**src/rtl/mov_exec_fsm.sv**
```systemverilog
// mov_exec_fsm
// Execution sequencer for the register-move instruction class (MOVI, MOV).
// A start handshake in IDLE latches one 16-bit instruction. The block then
// steps through FETCH (pc increment), DRIVE (bus drive), WRITE (bus drive plus
// a destination load enable) and DONE (completion pulse).
// An instruction with an illegal register index goes straight from FETCH to
// DONE and raises err. All outputs are registered and depend only on the
// state and the latched instruction.

module mov_exec_fsm #(
  parameter int         DATA_W   = 16,
  parameter int         NUM_REGS = 4,
  parameter int         IMM_W    = 6,
  parameter bit         SIGN_EXT = 1'b0,
  parameter logic [3:0] OPC_MOVI = 4'b0111,
  parameter logic [3:0] OPC_MOV  = 4'b0110
) (
  input  logic                clk,
  input  logic                rst,
  input  logic                start,
  input  logic [15:0]         instr,
  output logic                busy,
  output logic                pc_inc,
  output logic                imm_oe,
  output logic [DATA_W-1:0]   imm_data,
  output logic [NUM_REGS-1:0] reg_out,
  output logic [NUM_REGS-1:0] reg_in,
  output logic                done,
  output logic                err
);

  typedef enum logic [2:0] {
    ST_IDLE  = 3'd0,
    ST_FETCH = 3'd1,
    ST_DRIVE = 3'd2,
    ST_WRITE = 3'd3,
    ST_DONE  = 3'd4
  } state_t;

  // Register count as a 7-bit value so it can be compared with 6-bit indices.
  localparam logic [6:0] NUM_REGS_W = 7'(NUM_REGS);

  // Widen the immediate field to DATA_W. Field bits at IMM_W and above are
  // ignored. With SIGN_EXT set, the top immediate bit fills the upper bits.
  function automatic logic [DATA_W-1:0] extend_imm(input logic [5:0] field);
    logic [DATA_W-1:0] value;
    logic [DATA_W-1:0] upper_mask;
    value            = {DATA_W{1'b0}};
    upper_mask       = {DATA_W{1'b1}} << IMM_W;
    value[IMM_W-1:0] = field[IMM_W-1:0];
    if (SIGN_EXT && field[IMM_W-1]) begin
      value = value | upper_mask;
    end else begin
      value = value;
    end
    return value;
  endfunction

  // Turn a register index into a one-hot vector. An out-of-range index gives
  // all zeros, so the result can never have more than one bit set.
  function automatic logic [NUM_REGS-1:0] onehot_idx(input logic [5:0] idx);
    logic [NUM_REGS-1:0] vec;
    vec = {NUM_REGS{1'b0}};
    for (int i = 0; i < NUM_REGS; i++) begin
      if (idx == 6'(i)) begin
        vec[i] = 1'b1;
      end else begin
        vec[i] = 1'b0;
      end
    end
    return vec;
  endfunction

  state_t      state_r;
  logic [15:0] instr_r;
  logic        illegal_r;

  logic                new_is_movi_s;
  logic                new_is_mov_s;
  logic                new_accept_s;
  logic                new_illegal_s;
  logic                lat_is_movi_s;
  logic [DATA_W-1:0]   imm_ext_s;
  logic [NUM_REGS-1:0] src_oh_s;
  logic [NUM_REGS-1:0] dst_oh_s;

  // Decode the incoming instruction: is it accepted, and are its indices legal.
  always_comb begin
    new_is_movi_s = 1'b0;
    new_is_mov_s  = 1'b0;
    new_illegal_s = 1'b0;
    if (instr[15:12] == OPC_MOVI) begin
      new_is_movi_s = 1'b1;
    end else if (instr[15:12] == OPC_MOV) begin
      new_is_mov_s = 1'b1;
    end else begin
      new_is_movi_s = 1'b0;
      new_is_mov_s  = 1'b0;
    end
    new_accept_s = start && (new_is_movi_s || new_is_mov_s);
    if ({1'b0, instr[11:6]} >= NUM_REGS_W) begin
      new_illegal_s = 1'b1;
    end else if (new_is_mov_s && ({1'b0, instr[5:0]} >= NUM_REGS_W)) begin
      new_illegal_s = 1'b1;
    end else begin
      new_illegal_s = 1'b0;
    end
  end

  // Work out the bus values from the latched instruction only.
  always_comb begin
    lat_is_movi_s = (instr_r[15:12] == OPC_MOVI);
    imm_ext_s     = extend_imm(instr_r[5:0]);
    src_oh_s      = onehot_idx(instr_r[5:0]);
    dst_oh_s      = onehot_idx(instr_r[11:6]);
  end

  // Sequencer state, instruction latch and registered Moore outputs. Each
  // branch loads the outputs of the state it moves into.
  always_ff @(posedge clk or posedge rst) begin
    if (rst) begin
      state_r   <= ST_IDLE;
      instr_r   <= 16'h0000;
      illegal_r <= 1'b0;
      busy      <= 1'b0;
      pc_inc    <= 1'b0;
      imm_oe    <= 1'b0;
      imm_data  <= {DATA_W{1'b0}};
      reg_out   <= {NUM_REGS{1'b0}};
      reg_in    <= {NUM_REGS{1'b0}};
      done      <= 1'b0;
      err       <= 1'b0;
    end else begin
      pc_inc   <= 1'b0;
      imm_oe   <= 1'b0;
      imm_data <= {DATA_W{1'b0}};
      reg_out  <= {NUM_REGS{1'b0}};
      reg_in   <= {NUM_REGS{1'b0}};
      done     <= 1'b0;
      err      <= 1'b0;
      case (state_r)
        ST_IDLE: begin
          if (new_accept_s) begin
            instr_r   <= instr;
            illegal_r <= new_illegal_s;
            state_r   <= ST_FETCH;
            busy      <= 1'b1;
            pc_inc    <= 1'b1;
          end else begin
            state_r <= ST_IDLE;
            busy    <= 1'b0;
          end
        end
        ST_FETCH: begin
          busy <= 1'b1;
          if (illegal_r) begin
            state_r <= ST_DONE;
            done    <= 1'b1;
            err     <= 1'b1;
          end else begin
            state_r <= ST_DRIVE;
            if (lat_is_movi_s) begin
              imm_oe   <= 1'b1;
              imm_data <= imm_ext_s;
            end else begin
              reg_out <= src_oh_s;
            end
          end
        end
        ST_DRIVE: begin
          state_r <= ST_WRITE;
          busy    <= 1'b1;
          reg_in  <= dst_oh_s;
          if (lat_is_movi_s) begin
            imm_oe   <= 1'b1;
            imm_data <= imm_ext_s;
          end else begin
            reg_out <= src_oh_s;
          end
        end
        ST_WRITE: begin
          state_r <= ST_DONE;
          busy    <= 1'b1;
          done    <= 1'b1;
          err     <= illegal_r;
        end
        ST_DONE: begin
          state_r <= ST_IDLE;
          busy    <= 1'b0;
        end
        default: begin
          state_r <= ST_IDLE;
          busy    <= 1'b0;
        end
      endcase
    end
  end

endmodule
```
**config.mk**
```make
export PLATFORM = sky130hd
export DESIGN_NAME = mov_exec_fsm
export DESIGN_NICKNAME = d
export VERILOG_FILES = /design/src/rtl/mov_exec_fsm.sv
export SDC_FILE = /design/constraint.sdc
export NUM_CORES = 1
export LEC_CHECK = 0
export ABC_AREA = 1
export CAP_MARGIN = 10
export CORE_ASPECT_RATIO = 1.75
export CORE_MARGIN = 1
export CORE_UTILIZATION = 52
export CTS_BUF_LIST = sky130_fd_sc_hd__clkbuf_4
export CTS_CLUSTER_DIAMETER = 200
export DETAILED_ROUTE_END_ITERATION = 10
export GPL_ROUTABILITY_DRIVEN = 0
export PLACE_DENSITY = 0.94
export SLEW_MARGIN = 20
export SYNTH_ARGS = -nofsm -noshare
export SYNTH_HDL_FRONTEND = slang
export SYNTH_SLANG_ARGS = --single-unit
```
**constraint.sdc**
```tcl
create_clock -name clk -period 2.4 [get_ports clk]
set_input_delay 0.36 -clock clk [delete_from_list [all_inputs] [get_ports clk]]
set_output_delay 0.36 -clock clk [all_outputs]
set_load 0.02 [all_outputs]
```
After elaboration in Yosys (flattened, before gate mapping)
Index checks and enable logic that the tools add are counted.
{ "word_totals": {"reg_bits": 49, "elab_cells": 65, "input_bits": 19, "output_inout_bits": 29} }
{ "classes": {"order_cmp": 2, "reduce_logical": 8, "n_eq_ne": 12, "muxes": 32} }
{ "ops": {"columns": ["operator", "count"], "rows": [
  ["$eq A6 B2 Y1 const B", 4],
  ["$mux W1", 19],
  ["$eq A4 B3 Y1 const B", 3],
  ["$eq A6 B1 Y1 const B", 2],
  ["$ge A6 B3 Y1 const B", 2],
  ["$logic_not A6 Y1", 2],
  ["$mux W4", 3],
  ["$mux W6", 2],
  ["$pmux W3 S4", 1],
  ["$pmux W6 S2", 1],
  ["$pmux W1 S2", 4],
  ["$pmux W4 S2", 1],
  ["$eq A3 B2 Y1 const B", 2],
  ["$eq A3 B1 Y1 const B", 1],
  ["$logic_not A3 Y1", 1],
  ["$mux W3", 1],
  ["$reduce_or A3 Y1", 1],
  ["$logic_and A1 B1 Y1", 2],
  ["$reduce_and A2 Y1", 1],
  ["$logic_or A1 B1 Y1", 1]
]} }

Depth between registers and ports, before layout
Gate-level depths: netlist of the first run.
{ "logic_depth": {"word_depth": 7, "ltp_mapped": 7, "mapped_depth_nobuf": 7} }

Least setup slack after synthesis of the first run
Ideal clock, no wire load.
{ "synth_timing": {"path_type": "flip-flop to flip-flop", "from": "register state_r[1]", "to": "register instr_r[0]", "slack_ns": 1.340, "setup_time_ns": 0.126, "stages_incl_launch_ff": 6, "n_path_buf": 1, "arrival_time_ns": 0.934, "period_less_slack_ns": 1.060, "required_ns": 2.274, "cell_sequence": "dfrtp_1 inv_2 nand3_4 nor2_8 buf_6 o21ai_0"} }
{ "synth_via": {"elab_chain_cells": 2} }
{ "synth_rtl": {"columns": ["item", "line_no", "source"], "rows": [
  ["start: declaration", "74", "state_t state_r;"],
  ["start signal: assignment", "122", "state_r <= ST_IDLE;"],
  ["start signal: assignment", "146", "state_r <= ST_FETCH;"],
  ["start signal: assignment", "150", "state_r <= ST_IDLE;"],
  ["$logic_not A3 Y1", "141", "case (state_r)"],
  ["$reduce_and A2 Y1 (no line)", null, null],
  ["end signal: assignment", "144", "instr_r <= instr;"],
  ["end: declaration", "75", "logic [15:0] instr_r;"]
]} }
Every way passes these cells.
A chain may end at the register's enable or synchronous reset.

Worst setup path after layout of the first run
{ "layout_timing": {"from": "register pc_inc", "to": "output port pc_inc"} }
{ "layout_rtl": {"columns": ["item", "line_no", "source"], "rows": [
  ["start: declaration", "23", "output logic pc_inc,"],
  ["start signal: assignment", "126", "pc_inc <= 1'b0;"],
  ["start signal: assignment", "134", "pc_inc <= 1'b0;"],
  ["start signal: assignment", "148", "pc_inc <= 1'b1;"]
]} }
No word-level cell between the ends.

==> results of run 1 <==
-- power by group --
group          internal, mW  switching (mW)
logic                 0.269           0.442
clock network         0.107           0.199
registers             0.861          0.0955
-- kinds of logic after synthesis --
kind of cell    after synthesis
compound gates               15
buf+inv                      34
flops                        39
other cells                   1
simple gates                 73
-- per-layer routing --
metal | up-vias | global-route usage
met3 | 8 | 0.0498
met5 | - | 0
li1 | 559 | -
met1 | 529 | 0.213
met2 | 47 | 0.315
met4 | 0 | 0.100
-- flip-flops by register name, indices dropped and copies added (netlist names) --
| register | count |
|---|---|
| instr_r | 16 |
| imm_data | 6 |
| reg_in | 4 |
| reg_out | 4 |
| state_r | 3 |
| busy | 1 |
| done | 1 |
| err | 1 |
| illegal_r | 1 |
| imm_oe | 1 |
| pc_inc | 1 |
-- cells in the final DEF (no fill, tap or decap), drive strengths merged --
cell / Yosys / final
conb: 1 / 10
nor2: 26 / 26
or2: 2 / 2
a31oi: 1 / 1
nand2: 36 / 36
buf: 12 / 1
o21ai: 12 / 12
clkinv: 0 / 2
dfrtp: 39 / 39
clkinvlp: 0 / 1
clkbuf: 0 / 5
nand4: 6 / 6
inv: 22 / 22
nand3: 2 / 2
clkdlybuf4s50: 0 / 37
a21oi: 2 / 2
and2: 1 / 1
-- per-stage QoR --
stage / std cells / hold WS (ns)
CTS: 247 / 0.428
global placement: 239 / 0.455
detailed placement: 239 / 0.461
floorplan: 171 / 0.420
global route: 247 / 0.470
finish: 247 / 0.416
-- worst min-delay path by stage --
stage                            startpoint                 endpoint
floorplan              state_r[2]$_DFF_PP0_           busy$_DFF_PP0_
global placement    instr_r[14]$_DFFE_PP0P_  instr_r[14]$_DFFE_PP0P_
detailed placement  instr_r[14]$_DFFE_PP0P_  instr_r[14]$_DFFE_PP0P_
CTS                                     rst     state_r[1]$_DFF_PP0_
global route                            rst     state_r[1]$_DFF_PP0_
finish                                  rst     state_r[1]$_DFF_PP0_
-- layout make-up --
| cell class | instances | area (sq um) |
|---|---|---|
| Clock buffer | 5 | 37.5 |
| Clock inverter | 3 | 15.0 |
| Fill cell | 222 | 917 |
| Inverter | 22 | 82.6 |
| Multi-Input combinational cell | 98 | 502 |
| Sequential cell | 39 | 976 |
| Tap cell | 42 | 52.6 |
| Timing Repair Buffer | 38 | 378 |
==> results.txt, run 1 <==
Root Buffer: clkbuf_4
Crit path largest cell delay: 0.60 ns
DR pass1 iterations: 5
Critical Path Start Type: flop
CTS hold repair buffers: 0
adder-cell share of the synthesized area: 0
Tcrit/Tclk final: 0.690
Ys Warns: 0
Hold Path Class: in2async
fraction of layout instances using a drive strength above 1: 0.132
CP max FO: 1
routed vias/inst: 4.63
cell leakage power: 0.992 nW
Mapped Cells: 162
WS Path Type: reg2out
Buf+Inv Stages, Crit Path: 1
crit path to: pc_inc
count leader, synth: dfrtp_1
diode count: 0
setup ws final: 0.743 ns
post-DP HPWL: 2.03 mm
grt total ovfl: 0
Clock Skew: 0.00551 ns
H-tree levels: 2
CP top delay family: buffers and inverters
CTS Buffer Depth: 2
RSZ-0062 raised after global routing: false
drt wl/cell: 11.0 microns
Setup Fix Bufs, Post-CTS: 0
All-Layer GR Usage: 0.190
Async SR Flop Fraction: 1.00
Worst setup startpoint: pc_inc$_DFF_PP0_
total power: 1.97 mW
main combinational cell family by area after synthesis: simple AND/OR/NAND/NOR gates
max_cap viols: 0
post-place setup slack: 0.679 ns
vias in the first global route: 1071
Synth Cell Area: 1630 sq um
Clock Pin Slew Worst Setup and Hold Paths: 0.11 ns
Peak VDD IR: 0.000660 V
Tmin final: 1.66 ns
Post-Synth Simple-Gate Area: 0.219
Synth area leader: dfrtp_1
Starting DRT DRC Count: 22
status: completed
Met2 Wirelength: 1.48 mm
reg2reg setup slack: 1.07 ns
Final Hold Fails: 0
# DRC: 0
nets: 223
CTS Buf Count: 5
Detail Route met3 WL: 129 microns
Setup TNS: 0 ns
post_cts resized: 0
via count: 1143
CP max-delay cell: clkdlybuf4s50_1
CP cell instances: clkdlybuf4s50_1
#FFs+latches synth: 39
Synth Area in Compound Gates: 0.0651
# setup viols final: 0
main area contributors after synthesis: dfrtp_1 60%, nand2_1 6.9%, nor2_1 5.7%, buf_4 4.6%, inv_1 4.4%
Area Overhead vs Synth: 25.1%
max layer used: met4
number of synthesized flops with an enable pin: 0
CP Data Arrival Time: 1.30 ns
total wire length: 2.71 mm
post-route ant nets: 0
register area share after synthesis: 0.598
Finished Cell Area: 2040 sq um
I/O Pins: 48
Clock Sink Count: 39
mux cell area share after synthesis: 0
Met1 Routed Length: 1.02 mm
global-route wire length before repair: 4.64 mm
final core utilization: 0.690
top cell type's share of synthesized area: 0.598
Placed Area: 1990 sq um
reg2reg path depth: 4
required time of the worst setup path: 2.04 ns
Clk Latency, worst-skew pair: 0.34 ns
xor/xnor cell area share of the yosys netlist: 0
Syn Area/Cell: 10.1 sq um
initial antenna violation count: 0
die height: 76.1 microns
Max Slew Vio Count: 0
Die X: 44.4 microns
maximum clock frequency: 604 MHz
largest net degree at the start of global routing: 40
CTS tree: built
reg2reg start: state_r[1]$_DFF_PP0_
# rows: 26
Commonest cells post-synth: 39 x dfrtp_1, 30 x nand2_1, 25 x nor2_1
Die ar.: 3380 sq um
Power Dens Cells: 966 nW/um^2
R2R Path End: instr_r[9]$_DFFE_PP0P_
critical path capture point type: output pin
Main synth FF type: dfrtp_1
I/O Buffers: 37
Yosys cell types: 22
stages on the worst setup path: 1
Core ar.: 2960 sq um
initial core utilization: 0.552
(Power assumes the default switching activity.)
==> run 2: changes to the inputs <==
Settings changed: CORE_UTILIZATION 52 to 44, PLACE_DENSITY 0.94 to 0.85.
Clock period 2.4 ns to 1.45 ns, I/O delays scaled along.
==> results.txt, run 2 (synthesis results as in run 1) <==
status: completed
Clk Latency, worst-skew pair: 0.35 ns
CP max FO: 1
nets: 225
RSZ-0062 raised after global routing: false
Tmin final: 1.26 ns
All-Layer GR Usage: 0.177
I/O Pins: 48
H-tree levels: 2
Die X: 48.1 microns
Max Slew Vio Count: 0
max layer used: met4
Power Dens Cells: 1560 nW/um^2
most frequent cells in the layout: 39 x dfrtp_1, 30 x nand2_1, 25 x nor2_1
reg2reg start: state_r[1]$_DFF_PP0_
Clock Skew: 0.00529 ns
cell count after placement: 244
# rows: 28
drt wl/cell: 11.0 microns
initial antenna violation count: 0
maximum clock frequency: 795 MHz
Starting DRT DRC Count: 38
Core ar.: 3470 sq um
grt total ovfl: 0
# setup viols final: 0
Met1 Routed Length: 1.08 mm
CTS hold repair buffers: 0
Met2 Wirelength: 1.49 mm
Worst setup startpoint: imm_data[2]$_DFF_PP0_
diode count: 0
Clock Sink Count: 39
Hold Path Class: in2async
Detail Route met3 WL: 128 microns
Placed Area: 2050 sq um
cell leakage power: 1.11 nW
# DRC: 0
Finished Cell Area: 2080 sq um
most flop-heavy register: instr_r
initial core utilization: 0.471
Tcrit/Tclk final: 0.868
global-route wire length before repair: 4.77 mm
Area Overhead vs Synth: 27.4%
CTS Buf Count: 5
Crit path largest cell delay: 0.38 ns
WS Path Type: reg2out
Buf+Inv Stages, Crit Path: 1
Critical Path Start Type: flop
CTS tree: built
routed vias/inst: 4.55
post-DP HPWL: 2.13 mm
CP cell instances: dlygate4sd2_1
fin cells: 252
Fin Hold WS: 0.210 ns
max_cap viols: 0
commonest non-fill, non-tap cell in the layout: dfrtp_1
biggest regs: instr_r (16), imm_data (6)
Clock Pin Slew Worst Setup and Hold Paths: 0.11 ns
Peak VDD IR: 0.000863 V
Root Buffer: clkbuf_4
via count: 1146
CTS Buffer Depth: 2
Die ar.: 3970 sq um
Setup TNS: 0 ns
max reg flops: 16
CP top delay family: flip-flops
fraction of layout instances using a drive strength above 1: 0.150
vias in the first global route: 1031
CP max-delay cell: dfrtp_1
CP Data Arrival Time: 1.04 ns
DR pass1 iterations: 4
critical path capture point type: output pin
required time of the worst setup path: 1.23 ns
total power: 3.26 mW
total wire length: 2.78 mm
I/O Buffers: 37
post-route ant nets: 0
Final Hold Fails: 0
largest net degree at the start of global routing: 40
die height: 82.6 microns
==> run 2: cell types whose count changed in the layout (fill, tap and decap cells not counted), sizes merged <==
cell / delta
clkbuf: +1
dlygate4sd2: +19
buf: +2
clkinv: -1
clkdlybuf4s50: -19
==> run 2: power breakdown <==
| part | switching (mW) | internal (mW) | total, mW |
|---|---|---|---|
| clock | 0.349 | 0.206 | 0.554 |
| sequential | 0.145 | 1.42 | 1.57 |
| combinational | 0.717 | 0.415 | 1.13 |
| total | 1.21 | 2.04 | 3.26 |
==> run 2: area by class of cell <==
cell class | count | area, sq um
clock inverters | 2 | 12.5
repair buffers | 40 | 407
flip-flops and latches | 39 | 976
clock buffers | 6 | 45.0
inverters | 22 | 82.6
fillers | 298 | 1390
well taps | 45 | 56.3
multi-input cells | 98 | 502
==> run 2: per-stage QoR <==
| stage | utilization | setup slack, ns |
|---|---|---|
| 3_5_place_dp | 0.590 | -0.00677 |
| 6_report | 0.600 | 0.192 |
| 2_1_floorplan | - | 0.343 |
| 4_1_cts | 0.600 | 0.171 |
| 3_3_place_gp | 0.590 | 0.0421 |
| 5_1_grt | 0.600 | 0.127 |
==> run 2: repair_timing <==
action / 4_1_cts / 5_1_grt
gates resized for setup: 19 / 0
endpoints found under the setup margin: 19 / 0
setup buffers: 0 / 0
==> run 2: final timing paths <==
path	end	slack (ns)	depth (start not counted)
worst max-delay path	imm_data[2]	0.19	1
worst min-delay path	illegal_r$_DFFE_PP0P_	0.21	3
worst max register to register	instr_r[7]$_DFFE_PP0P_	0.28	6
worst min register to register	busy$_DFF_PP0_	0.50	1
max in group asynchronous	imm_data[3]$_DFF_PP0_	1.06	3
min in group clk	instr_r[6]$_DFFE_PP0P_	0.42	3
==> run 2: worst reg2reg max path, cell delays in order (launching register included) <==
cell	delay (ns)
dfrtp_1	0.42
inv_2	0.12
nand3_4	0.11
nor2_8	0.19
buf_12	0.15
nand2_1	0.05
o21ai_0	0.07
==> run 2: metal layers <==
layer | vias up | global-route usage
met5 | - | 0
met4 | 0 | 0.100
met3 | 6 | 0.0478
met2 | 38 | 0.266
met1 | 539 | 0.223
li1 | 563 | -
==> run 3: changes to the inputs <==
Settings changed: HOLD_SLACK_MARGIN from default to 0.15.
==> results of run 3 <==
The final DEF is identical to that of run 2; final timing and power are the same.
